**config.mk**
```make
export PLATFORM = sky130hd
export DESIGN_NAME = button_pulse_gen
export DESIGN_NICKNAME = d
export VERILOG_FILES = /design/src/rtl/button_pulse_gen.sv
export SDC_FILE = /design/constraint.sdc
export NUM_CORES = 1
export LEC_CHECK = 0
export CAP_MARGIN = 40
export CORE_MARGIN = 4
export CORE_UTILIZATION = 45
export DETAILED_ROUTE_END_ITERATION = 10
export GPL_TIMING_DRIVEN = 0
export HOLD_SLACK_MARGIN = 0.05
export PLACE_DENSITY = 0.7
export REMOVE_ABC_BUFFERS = 1
export SKIP_CTS_REPAIR_TIMING = 1
export SYNTH_ARGS = -nofsm -noshare
export SYNTH_HDL_FRONTEND = slang
export SYNTH_SLANG_ARGS = --single-unit
```
**constraint.sdc**
```tcl
create_clock -name i_Clk -period 2.8 [get_ports i_Clk]
set_clock_uncertainty 0.2 [all_clocks]
set_input_delay 0.7 -clock i_Clk [delete_from_list [all_inputs] [get_ports i_Clk]]
set_output_delay 0.7 -clock i_Clk [all_outputs]
set_load 0.01 [all_outputs]
```
**src/rtl/button_pulse_gen.sv**
```systemverilog
// Two-button front end: synchronise, debounce and edge-detect raw Push/Toggle pins into
// single-cycle command pulses, with hold-to-auto-repeat on Push and an up/down mode flag on Toggle.
module button_pulse_gen #(
  parameter bit ACTIVE_LOW       = 1'b1,
  parameter int DEBOUNCE_CYC     = 20000,
  parameter int REPEAT_DELAY_CYC = 10000000,
  parameter int REPEAT_RATE_CYC  = 2500000,
  parameter bit REPEAT_EN        = 1'b1
) (
  input  logic       i_Clk,
  input  logic       i_Rst,
  input  logic       i_Push_raw,
  input  logic       i_Toggle_raw,
  output logic       o_Push,
  output logic       o_Toggle,
  output logic       o_UpDnMode,
  output logic       o_Push_lvl,
  output logic [1:0] o_Push_state
);

  localparam int DW     = (DEBOUNCE_CYC > 1) ? $clog2(DEBOUNCE_CYC) : 1;
  localparam int RMAX   = (REPEAT_DELAY_CYC > REPEAT_RATE_CYC) ? REPEAT_DELAY_CYC : REPEAT_RATE_CYC;
  localparam int RW     = $clog2(RMAX);
  localparam logic [DW-1:0] DEB_LAST   = DW'(DEBOUNCE_CYC - 1);
  localparam logic [RW-1:0] DELAY_LAST = RW'(REPEAT_DELAY_CYC - 1);
  localparam logic [RW-1:0] RATE_LAST  = RW'(REPEAT_RATE_CYC - 1);

  typedef enum logic [1:0] {
    ST_IDLE   = 2'd0,
    ST_HOLD   = 2'd1,
    ST_REPEAT = 2'd2
  } push_state_t;

  logic          push_in, tog_in;
  logic          push_s1, push_s2, tog_s1, tog_s2;
  logic          push_deb, tog_deb, push_deb_d, tog_deb_d;
  logic [DW-1:0] push_cnt, tog_cnt;
  logic [RW-1:0] rcnt;
  logic          push_rise, tog_rise;
  push_state_t   state;

  // Normalise to pressed = 1 so everything downstream is polarity-free.
  assign push_in = ACTIVE_LOW ? ~i_Push_raw   : i_Push_raw;
  assign tog_in  = ACTIVE_LOW ? ~i_Toggle_raw : i_Toggle_raw;

  always_ff @(posedge i_Clk or posedge i_Rst) begin
    if (i_Rst) begin
      push_s1 <= 1'b0;
      push_s2 <= 1'b0;
      tog_s1  <= 1'b0;
      tog_s2  <= 1'b0;
    end else begin
      push_s1 <= push_in;
      push_s2 <= push_s1;
      tog_s1  <= tog_in;
      tog_s2  <= tog_s1;
    end
  end

  // A new level is accepted only after DEBOUNCE_CYC consecutive disagreeing samples.
  always_ff @(posedge i_Clk or posedge i_Rst) begin
    if (i_Rst) begin
      push_deb <= 1'b0;
      push_cnt <= '0;
    end else if (push_s2 == push_deb) begin
      push_cnt <= '0;
    end else if (push_cnt == DEB_LAST) begin
      push_deb <= push_s2;
      push_cnt <= '0;
    end else begin
      push_cnt <= push_cnt + DW'(1);
    end
  end

  always_ff @(posedge i_Clk or posedge i_Rst) begin
    if (i_Rst) begin
      tog_deb <= 1'b0;
      tog_cnt <= '0;
    end else if (tog_s2 == tog_deb) begin
      tog_cnt <= '0;
    end else if (tog_cnt == DEB_LAST) begin
      tog_deb <= tog_s2;
      tog_cnt <= '0;
    end else begin
      tog_cnt <= tog_cnt + DW'(1);
    end
  end

  always_ff @(posedge i_Clk or posedge i_Rst) begin
    if (i_Rst) begin
      push_deb_d <= 1'b0;
      tog_deb_d  <= 1'b0;
    end else begin
      push_deb_d <= push_deb;
      tog_deb_d  <= tog_deb;
    end
  end

  assign push_rise = push_deb & ~push_deb_d;
  assign tog_rise  = tog_deb & ~tog_deb_d;

  // Outputs are one-cycle strobes with no valid/ready back-pressure: the consumer must
  // take each pulse in the cycle it is high; o_UpDnMode is a level that changes with o_Toggle.
  always_ff @(posedge i_Clk or posedge i_Rst) begin
    if (i_Rst) begin
      o_Toggle   <= 1'b0;
      o_UpDnMode <= 1'b0;
    end else begin
      o_Toggle <= tog_rise;
      if (tog_rise) o_UpDnMode <= ~o_UpDnMode;
    end
  end

  // Release is tested before the timeout so a same-edge release never emits a pulse.
  always_ff @(posedge i_Clk or posedge i_Rst) begin
    if (i_Rst) begin
      state  <= ST_IDLE;
      rcnt   <= '0;
      o_Push <= 1'b0;
    end else begin
      o_Push <= 1'b0;
      case (state)
        ST_IDLE: begin
          if (push_rise) begin
            o_Push <= 1'b1;
            rcnt   <= '0;
            state  <= ST_HOLD;
          end
        end
        ST_HOLD: begin
          if (!push_deb) begin
            state <= ST_IDLE;
          end else if (REPEAT_EN) begin
            if (rcnt == DELAY_LAST) begin
              o_Push <= 1'b1;
              rcnt   <= '0;
              state  <= ST_REPEAT;
            end else begin
              rcnt <= rcnt + RW'(1);
            end
          end
        end
        ST_REPEAT: begin
          if (!push_deb) begin
            state <= ST_IDLE;
          end else if (rcnt == RATE_LAST) begin
            o_Push <= 1'b1;
            rcnt   <= '0;
          end else begin
            rcnt <= rcnt + RW'(1);
          end
        end
        default: state <= ST_IDLE;
      endcase
    end
  end

  assign o_Push_lvl   = push_deb;
  assign o_Push_state = state;

endmodule

```
# Word-level counts from Yosys, hierarchy flattened
# Index checks and enable logic that the tools add are counted.
classes:
  n_mux: 21
  add_sub_neg: 3
  n_reduce_logical: 6
  bitwise: 9
  eq_ne: 13
ops:
  columns: ["cell", "count"]
  rows:
  - ["two-way mux 24 bit", 5]
  - ["one-hot mux 24 bit (3 select lines)", 1]
  - ["two-way mux 15 bit", 4]
  - ["adder 15 x 1 -> 15 bit, second input constant", 2]
  - ["== test 15 bit, second input constant", 2]
  - ["adder 24 x 1 -> 24 bit, second input constant", 1]
  - ["== test 24 x 22 -> 1 bit, second input constant", 1]
  - ["== test 24 bit, second input constant", 1]
  - ["two-way mux 2 bit", 4]
  - ["!= test 2 bit, second input constant", 4]
  - ["inverter 1 bit", 7]
  - ["one-hot mux 2 bit (3 select lines)", 1]
  - ["two-way mux 1 bit", 5]
  - ["AND reduction 2 bit", 2]
  - ["AND reduction 4 bit", 1]
  - ["!= test 3 bit, second input constant", 1]
  - ["one-hot mux 1 bit (3 select lines)", 1]
  - ["AND reduction 3 bit", 1]
  - ["nonzero test 3 bit", 1]
  - ["bitwise AND 1 bit", 2]
  - ["== test 1 bit", 2]
  - ["== test 2 x 1 -> 1 bit, second input constant", 1]
  - ["== test 2 bit, second input constant", 1]
  - ["logical NOT 2 bit", 1]
word_totals:
  in_bits: 4
  ff_bits: 67
  word_cells: 67

# Logic depth before layout (Yosys ltp)
# Gate-level depths: netlist of the first run.
logic_depth:
  depth_word: 4
  mapped_depth: 9

# Worst setup path after synthesis of the first run
# Ideal clock, no wire load.
synth_timing:
  kind: "register to register"
  startpoint: "register state[0] (netlist: o_Push_state[0])"
  endpoint: "register rcnt[23]"
  path_stages_with_launch: 8
  t_arrival_ns: 2.376
  path_slack_ns: 0.142
  path_cell_list: "dfrtp_1 > inv_1 > ha_1 > or3_4 > a2111oi_4 > nand4_2 > or3_1 > a22oi_2"
synth_between:
  elab_chain_len: 3
  word_cells_on_any_way: 9
  cone_classes: "eq/ne: 5; mux: 1; reduce/logical: 3"
synth_rtl:
  columns: ["element", "line_no", "text"]
  rows:
  - ["start: declaration", "40", "push_state_t state;"]
  - ["start signal: assignment", "117", "state <= ST_IDLE;"]
  - ["start signal: assignment", "127", "state <= ST_HOLD;"]
  - ["start signal: assignment", "132", "state <= ST_IDLE;"]
  - ["== test 2 x 1 -> 1 bit (tied with other cells)", "122", "case (state)"]
  - ["!= test 2 bit (no source line) / nonzero test 3 bit (equally long branches)", null, null]
  - ["AND reduction 4 bit (no source line)", null, null]
  - ["end signal: assignment", "139", "rcnt <= rcnt + RW'(1);"]
  - ["end signal: assignment", "150", "rcnt <= rcnt + RW'(1);"]
  - ["end: declaration", "38", "logic [RW-1:0] rcnt;"]
# Parallel ways exist; a longest one is shown, timed or not.
# A chain may end at the register's enable or synchronous reset.

# Final worst setup path of the first run
# Same ends and word-level chain as after synthesis.

==> run metrics, run 1 <==
root buffer cell clkbuf_8; final max-slew violation count 0; Synth Register Bits 67; Unique masters post-synth 48; Cell Rows 31; status finished clean; DP Area 0.003643 mm^2; Worst EP required 2.86 ns; WP depth 7; max_cap viols 0; Die Ht 95.27 um; gr ovfl total 0; slowest stage delay, CP 0.46 ns; Post-Syn Instances 350; Fin. Hold Viols 0; FF-to-FF path depth 7; pin count of the biggest net entering global routing 37; GPL Wtd Cong 0.7920; Worst setup startpoint o_Push_state[0]; Setup TNS 0 ns; largest area contributor in the netlist dfrtp_1; DRC 0; initial antenna violation count 0; main combinational cell family by area after synthesis simple AND/OR/NAND/NOR gates; commonest non-fill, non-tap cell in the layout dfrtp_1; Adder-Cell Fraction of Synth Area 0.02556; ratio of cells with drive above 1 in the final layout 0.08967; first-pass GRT wire length 11.19 mm; die area 0.009075 mm^2; GRT Util Overall 0.1587; CP top delay family simple AND/OR/NAND/NOR gates; RSZ-0062 raised after global routing true; via/cell ratio 5.465; Worst R2R Setup Slack 0.11 ns; Max VDD drop 402.9 uV; critical path endpoint rcnt[23]; Routed wire per std cell 13.68 um; Post-Syn Area 0.003427 mm^2; measured slew at the worst slew-check pin 0.9313 ns; xor-xnor portion of the synthesized cell area 0.1099; CTS buffer count 9; Final Power 1.821 mW; Fmax 371.8 MHz; DR iter-0 viols 88; Sink Count 67; post-DP HPWL 4.122 mm; number of setup violations in the final report 0; Hold WC Path Type flip-flop to flip-flop; simple-gate area share of the yosys netlist 0.2417; mux share of post-synthesis cell area 0.009493; start-to-end type of the worst setup path flip-flop to flip-flop; startpoint types flip-flop; worst-path cell with the longest stage delay a2111oi_4; yosys warns 0; Antenna Violating Nets Remaining 0; LEAKAGE 1.613 nW; crit end category flip-flop; n_diodes 0; Min-Delay Startpoint push_s1; Final nets 374; worst path bufs/invs 1; RR Endpoint rcnt[23]; Synth top area share 0.4892; CP Cell Sequence inv_1 > ha_1 > or3_4 > a2111oi_4 > nand4_2 > or3_1 > a22oi_2; starting density of the core 0.4675; Post-Route WL 6.387 mm; Port Buf Inserts 9; Critical R2R Launch o_Push_state[0]; top cells by area, synth dfrtp_1 49%, xnor2_1 5.6%, xor2_1 5.4%; synth-to-layout area growth 12.92%; H-tree Lvls 3; final instance area 0.003870 mm^2; Avg Cell Area, Syn 9.792 um^2; CP max FO 6; via count 2552; Slew HR 0.3762; vias in the first global route 2485; DR pass1 iterations 4; most frequent cells in the layout 65 x dfrtp_1, 36 x nor2_1, 30 x nand2_1; Die W 95.27 um; Worst Path Arrival 2.75 ns; clk_lat worst skew 0.34 ns; I/O pin total 10; Final period util 0.9606; complex-gate fraction of the synthesized area 0.09164; clk buf depth 2; Final Critical Period 2.690 ns; clock-pin slew on the worst setup and hold paths 0.07 ns; Power Dens Cells 470.7 mW/mm^2; TritonCTS clock tree yes; sequential share of the synthesized area 0.4892; Core ar. 0.007331 mm^2
-- stage by stage --
stage	util	hold WS, ns	worst slack [ns]	cells
after floorplan	-	0.1312	-0.02815	338
after global placement	0.4897	0.1336	-0.9037	446
after detailed placement	0.4970	0.1373	-0.09083	449
after CTS	0.5236	0.1523	-0.08062	465
after global routing	0.5279	0.1572	-0.01220	467
final	0.5279	0.1489	0.1104	467
-- worst min-delay path by stage --
| stage | endpoint | slack (ns) | depth (start not counted) |
|---|---|---|---|
| detailed placement | push_s2 | 0.14 | 0 |
| CTS | push_s2 | 0.15 | 0 |
| finish | push_s2 | 0.15 | 0 |
| global placement | push_s2 | 0.13 | 0 |
| global route | push_s2 | 0.16 | 0 |
| floorplan | push_s2 | 0.13 | 0 |
-- cell type report --
class | count | area (um^2)
timing repair buffer | 14 | 151.4
tap | 99 | 123.9
clock inverter | 4 | 50.05
inverter | 16 | 60.06
fill | 630 | 3461
sequential | 67 | 1679
clock buffer | 12 | 145.1
multi-input combinational | 255 | 1660
-- registers in the layout (all words and copies together), names as in the netlist --
register	cells
o_Push	1
o_Push_lvl	1
o_Push_state	2
o_Toggle	1
o_UpDnMode	1
push_cnt	15
push_deb_d	1
push_s1	1
push_s2	1
rcnt	24
tog_cnt	15
tog_deb	1
tog_deb_d	1
tog_s1	1
tog_s2	1
-- cell families (layout without fill, tap and decap cells) --
kind of cell             count (synthesis)  in the layout
adder cells (fa/ha/maj)                  7              7
XOR/XNOR                                43             43
flip-flops                              67             67
AO/OA/AOI/OAI                           45             45
multiplexers                             3              3
buffers and inverters                   28             46
AND/OR/NAND/NOR                        157            157
-- synth_stat cells, drive strengths merged --
cell	n
dfrtp	67
nor2	36
nand2	30
xnor2	22
nand3	21
xor2	21
a21oi	16
inv	16
nand4	14
nor3	14
and3	12
o211ai	9
clkbuf	7
ha	7
o21ai	7
buf	5
nor4	5
nor4b	4
o2111ai	4
or3	4
nor2b	3
a22oi	2
a31oi	2
and2	2
mux2	2
nand2b	2
or4b	2
a2111oi	1
a21bo	1
a21o	1
and4	1
mux2i	1
nand3b	1
nand4bb	1
nor3b	1
nor4bb	1
o211a	1
o221ai	1
or2	1
or4	1
or4bb	1
-- power breakdown --
group / internal [mW] / total, mW / leakage, nW / switching [mW]
Clock: 0.435 / 0.790 / 0.0926 / 0.355
Sequential: 0.977 / 0.985 / 0.919 / 0.00782
Combinational: 0.0146 / 0.0464 / 0.602 / 0.0317
-- metal layers --
layer / track usage / up-vias / share of wire
met3: 0.05683 / 9 / 0.034
met1: 0.2094 / 1245 / 0.48
met2: 0.2373 / 38 / 0.47
met5: 0 / - / 0
met4: 0.06370 / 0 / 0.017
li1: - / 1260 / -
Note: power is estimated with default switching activity, not from simulation.
==> inputs of run 2 (changes only) <==
--- a/config.mk
+++ b/config.mk
@@ -10,7 +10,7 @@
 export CORE_UTILIZATION = 45
 export DETAILED_ROUTE_END_ITERATION = 10
 export GPL_TIMING_DRIVEN = 0
-export HOLD_SLACK_MARGIN = 0.05
+export HOLD_SLACK_MARGIN = 0.02
 export PLACE_DENSITY = 0.7
 export REMOVE_ABC_BUFFERS = 1
 export SKIP_CTS_REPAIR_TIMING = 1
==> results of run 2 <==
No change in the layout: final DEF, timing and power equal those of run 1.
==> inputs of run 3 (changes only) <==
--- a/config.mk
+++ b/config.mk
@@ -9,7 +9,6 @@
 export CORE_MARGIN = 4
 export CORE_UTILIZATION = 45
 export DETAILED_ROUTE_END_ITERATION = 10
-export GPL_TIMING_DRIVEN = 0
 export HOLD_SLACK_MARGIN = 0.02
 export PLACE_DENSITY = 0.7
 export REMOVE_ABC_BUFFERS = 1
==> run 3 against run 2 <==
  * Non-clock buffer count is 5 higher
  * Clock-buffer cell count fell by 1
  * Critical path depth stayed put
  * Worst hold slack better by 0.018 ns
  * First-iteration DRC count fell by 6.8%
  * Combinational power hardly changed
  * Total power about the same
==> run metrics, run 3 (synthesis gave the netlist of run 1 again) <==
DRC 0 (unchanged); startpoint types flip-flop; Fmax 379.5 MHz (+2.1%); Post-Route WL 6.686 mm (+4.7%); total of fill cells in the finished design 640 (+1.6%); status finished clean; commonest non-fill, non-tap cell in the layout dfrtp_1; Sink Count 67 (unchanged); clock-pin slew on the worst setup and hold paths 0.08 ns (about the same); Routed wire per std cell 14.20 um (+3.8%); first-pass GRT wire length 11.57 mm (+3.4%); n_diodes 0 (unchanged); Max VDD drop 251.2 uV (-38%); worst path bufs/invs 1 (unchanged); Final nets 379 (+1.3%); largest reg by FF count rcnt; Slew HR 0.6309 (+0.2547); starting density of the core 0.4675 (unchanged); CP top delay family simple AND/OR/NAND/NOR gates; Port Buf Inserts 9 (unchanged); slowest stage delay, CP 0.45 ns (about the same); gr ovfl total 0 (unchanged); post-DP HPWL 4.397 mm (+6.7%); CP max FO 6 (unchanged); I/O pin total 10 (unchanged); DR pass1 iterations 5 (+1); measured slew at the worst slew-check pin 0.5485 ns (-0.3828 ns); RSZ-0062 raised after global routing false; clk buf depth 2 (unchanged); Antenna Violating Nets Remaining 0 (unchanged); GPL Wtd Cong 0.8477 (+7.0%); Hold WC Path Type flip-flop to flip-flop; Worst Path Arrival 2.69 ns (-0.06 ns); final max-slew violation count 0 (unchanged); Die Ht 95.27 um (unchanged); Worst EP required 2.85 ns (about the same); PnR worst setup slack 0.1648 ns (+0.05434 ns); max_cap viols 0 (unchanged); ratio of cells with drive above 1 in the final layout 0.08871 (-0.0009642); via count 2614 (+2.4%); LEAKAGE 1.635 nW (+1.4%); worst-path cell with the longest stage delay dfrtp_1; CTS buffer count 9 (unchanged); biggest regs rcnt: 24 flops, push_cnt: 15 flops, tog_cnt: 15 flops; pin count of the biggest net entering global routing 40 (+8.1%); vias in the first global route 2504 (+0.76%); root buffer cell clkbuf_8; Power Dens Cells 472.4 mW/mm^2 (+0.37%); Setup TNS 0 ns (unchanged); GRT Util Overall 0.1618 (+0.003060); crit end category flip-flop; DR iter-0 viols 82 (-6.8%); initial antenna violation count 0 (unchanged); Final Critical Period 2.635 ns (-0.05434 ns); worst hold slack 0.1672 ns (+0.01836 ns); Die W 95.27 um (unchanged); number of setup violations in the final report 0 (unchanged); CP Cell Sequence inv_1 > ha_1 > or3_4 > a2111oi_4 > nand4_2 > or3_1 > a22oi_2; via/cell ratio 5.550 (+1.6%); Cell Rows 31 (unchanged); Core Util, Final 0.5262 (-0.001707); max reg flops 24 (unchanged); H-tree Lvls 3 (unchanged); clk_lat worst skew 0.34 ns (about the same); start-to-end type of the worst setup path flip-flop to flip-flop; Place WS 0.2154 ns (+0.3063 ns); die area 0.009075 mm^2 (unchanged); Fin. Hold Viols 0 (unchanged); TritonCTS clock tree yes; synth-to-layout area growth 12.56%; Final period util 0.9411 (-0.01941); Core ar. 0.007331 mm^2 (unchanged); most frequent cells in the layout 67 x dfrtp_1, 36 x nor2_1, 30 x nand2_1
[run 3: changes by cell type in the layout (fill, tap and decap cells not counted), sizes merged]
cell,previous run,this run
clkbuf,12,11
buf,5,10
clkinvlp,2,1
clkinv,1,2
[run 3: through the flow]
| step | instance area, um^2 | cells | power [mW] |
|---|---|---|---|
| after floorplan | 3376 | 338 | 1.033 |
| after global placement | 3665 | 456 | 1.050 |
| after detailed placement | 3665 | 456 | 1.051 |
| after CTS | 3857 | 471 | 1.850 |
| after global routing | 3857 | 471 | 1.897 |
| final | 3857 | 471 | 1.822 |
[run 3: routing by layer]
layer / global-route usage / up-vias / routed length, um / part of all wire
li1: - / 1268 / - / -
met1: 0.2138 / 1285 / 3123 / 0.47
met2: 0.2577 / 56 / 3207 / 0.48
met3: 0.04972 / 5 / 317 / 0.047
met4: 0.04327 / 0 / 38 / 0.0057
met5: 0 / - / 0 / 0
[run 3: path summary, 6_finish.rpt]
path | start | endpoint | slack [ns] | cells past startpoint
min in group asynchronous | i_Rst | push_s1 | 0.55 | 3
setup reg to reg | o_Push_state[1] | rcnt[23] | 0.16 | 7
max in group asynchronous | i_Rst | rcnt[22] | 1.43 | 3
setup / recovery | o_Push_state[1] | rcnt[23] | 0.16 | 7
hold reg to reg | push_s1 | push_s2 | 0.17 | 0
hold / removal | push_s1 | push_s2 | 0.17 | 0
[run 3: area by class of cell]
class | instances | area [um^2] | share of cell area
Inverter | 16 | 60.06 | 0.01557
Multi-Input combinational cell | 255 | 1639 | 0.4249
Sequential cell | 67 | 1677 | 0.4346
Clock buffer | 11 | 141.4 | 0.03665
Tap cell | 99 | 123.9 | 0.03211
Timing Repair Buffer | 19 | 165.2 | 0.04282
Clock inverter | 4 | 51.30 | 0.01330
[run 3: power breakdown]
| group | switching [mW] | internal (mW) | total, mW | leakage [nW] |
|---|---|---|---|---|
| Sequential | 0.00824 | 0.977 | 0.986 | 0.922 |
| Clock | 0.360 | 0.431 | 0.791 | 0.0954 |
| Combinational | 0.0321 | 0.0140 | 0.0461 | 0.618 |
| Total | 0.400 | 1.42 | 1.82 | 1.64 |
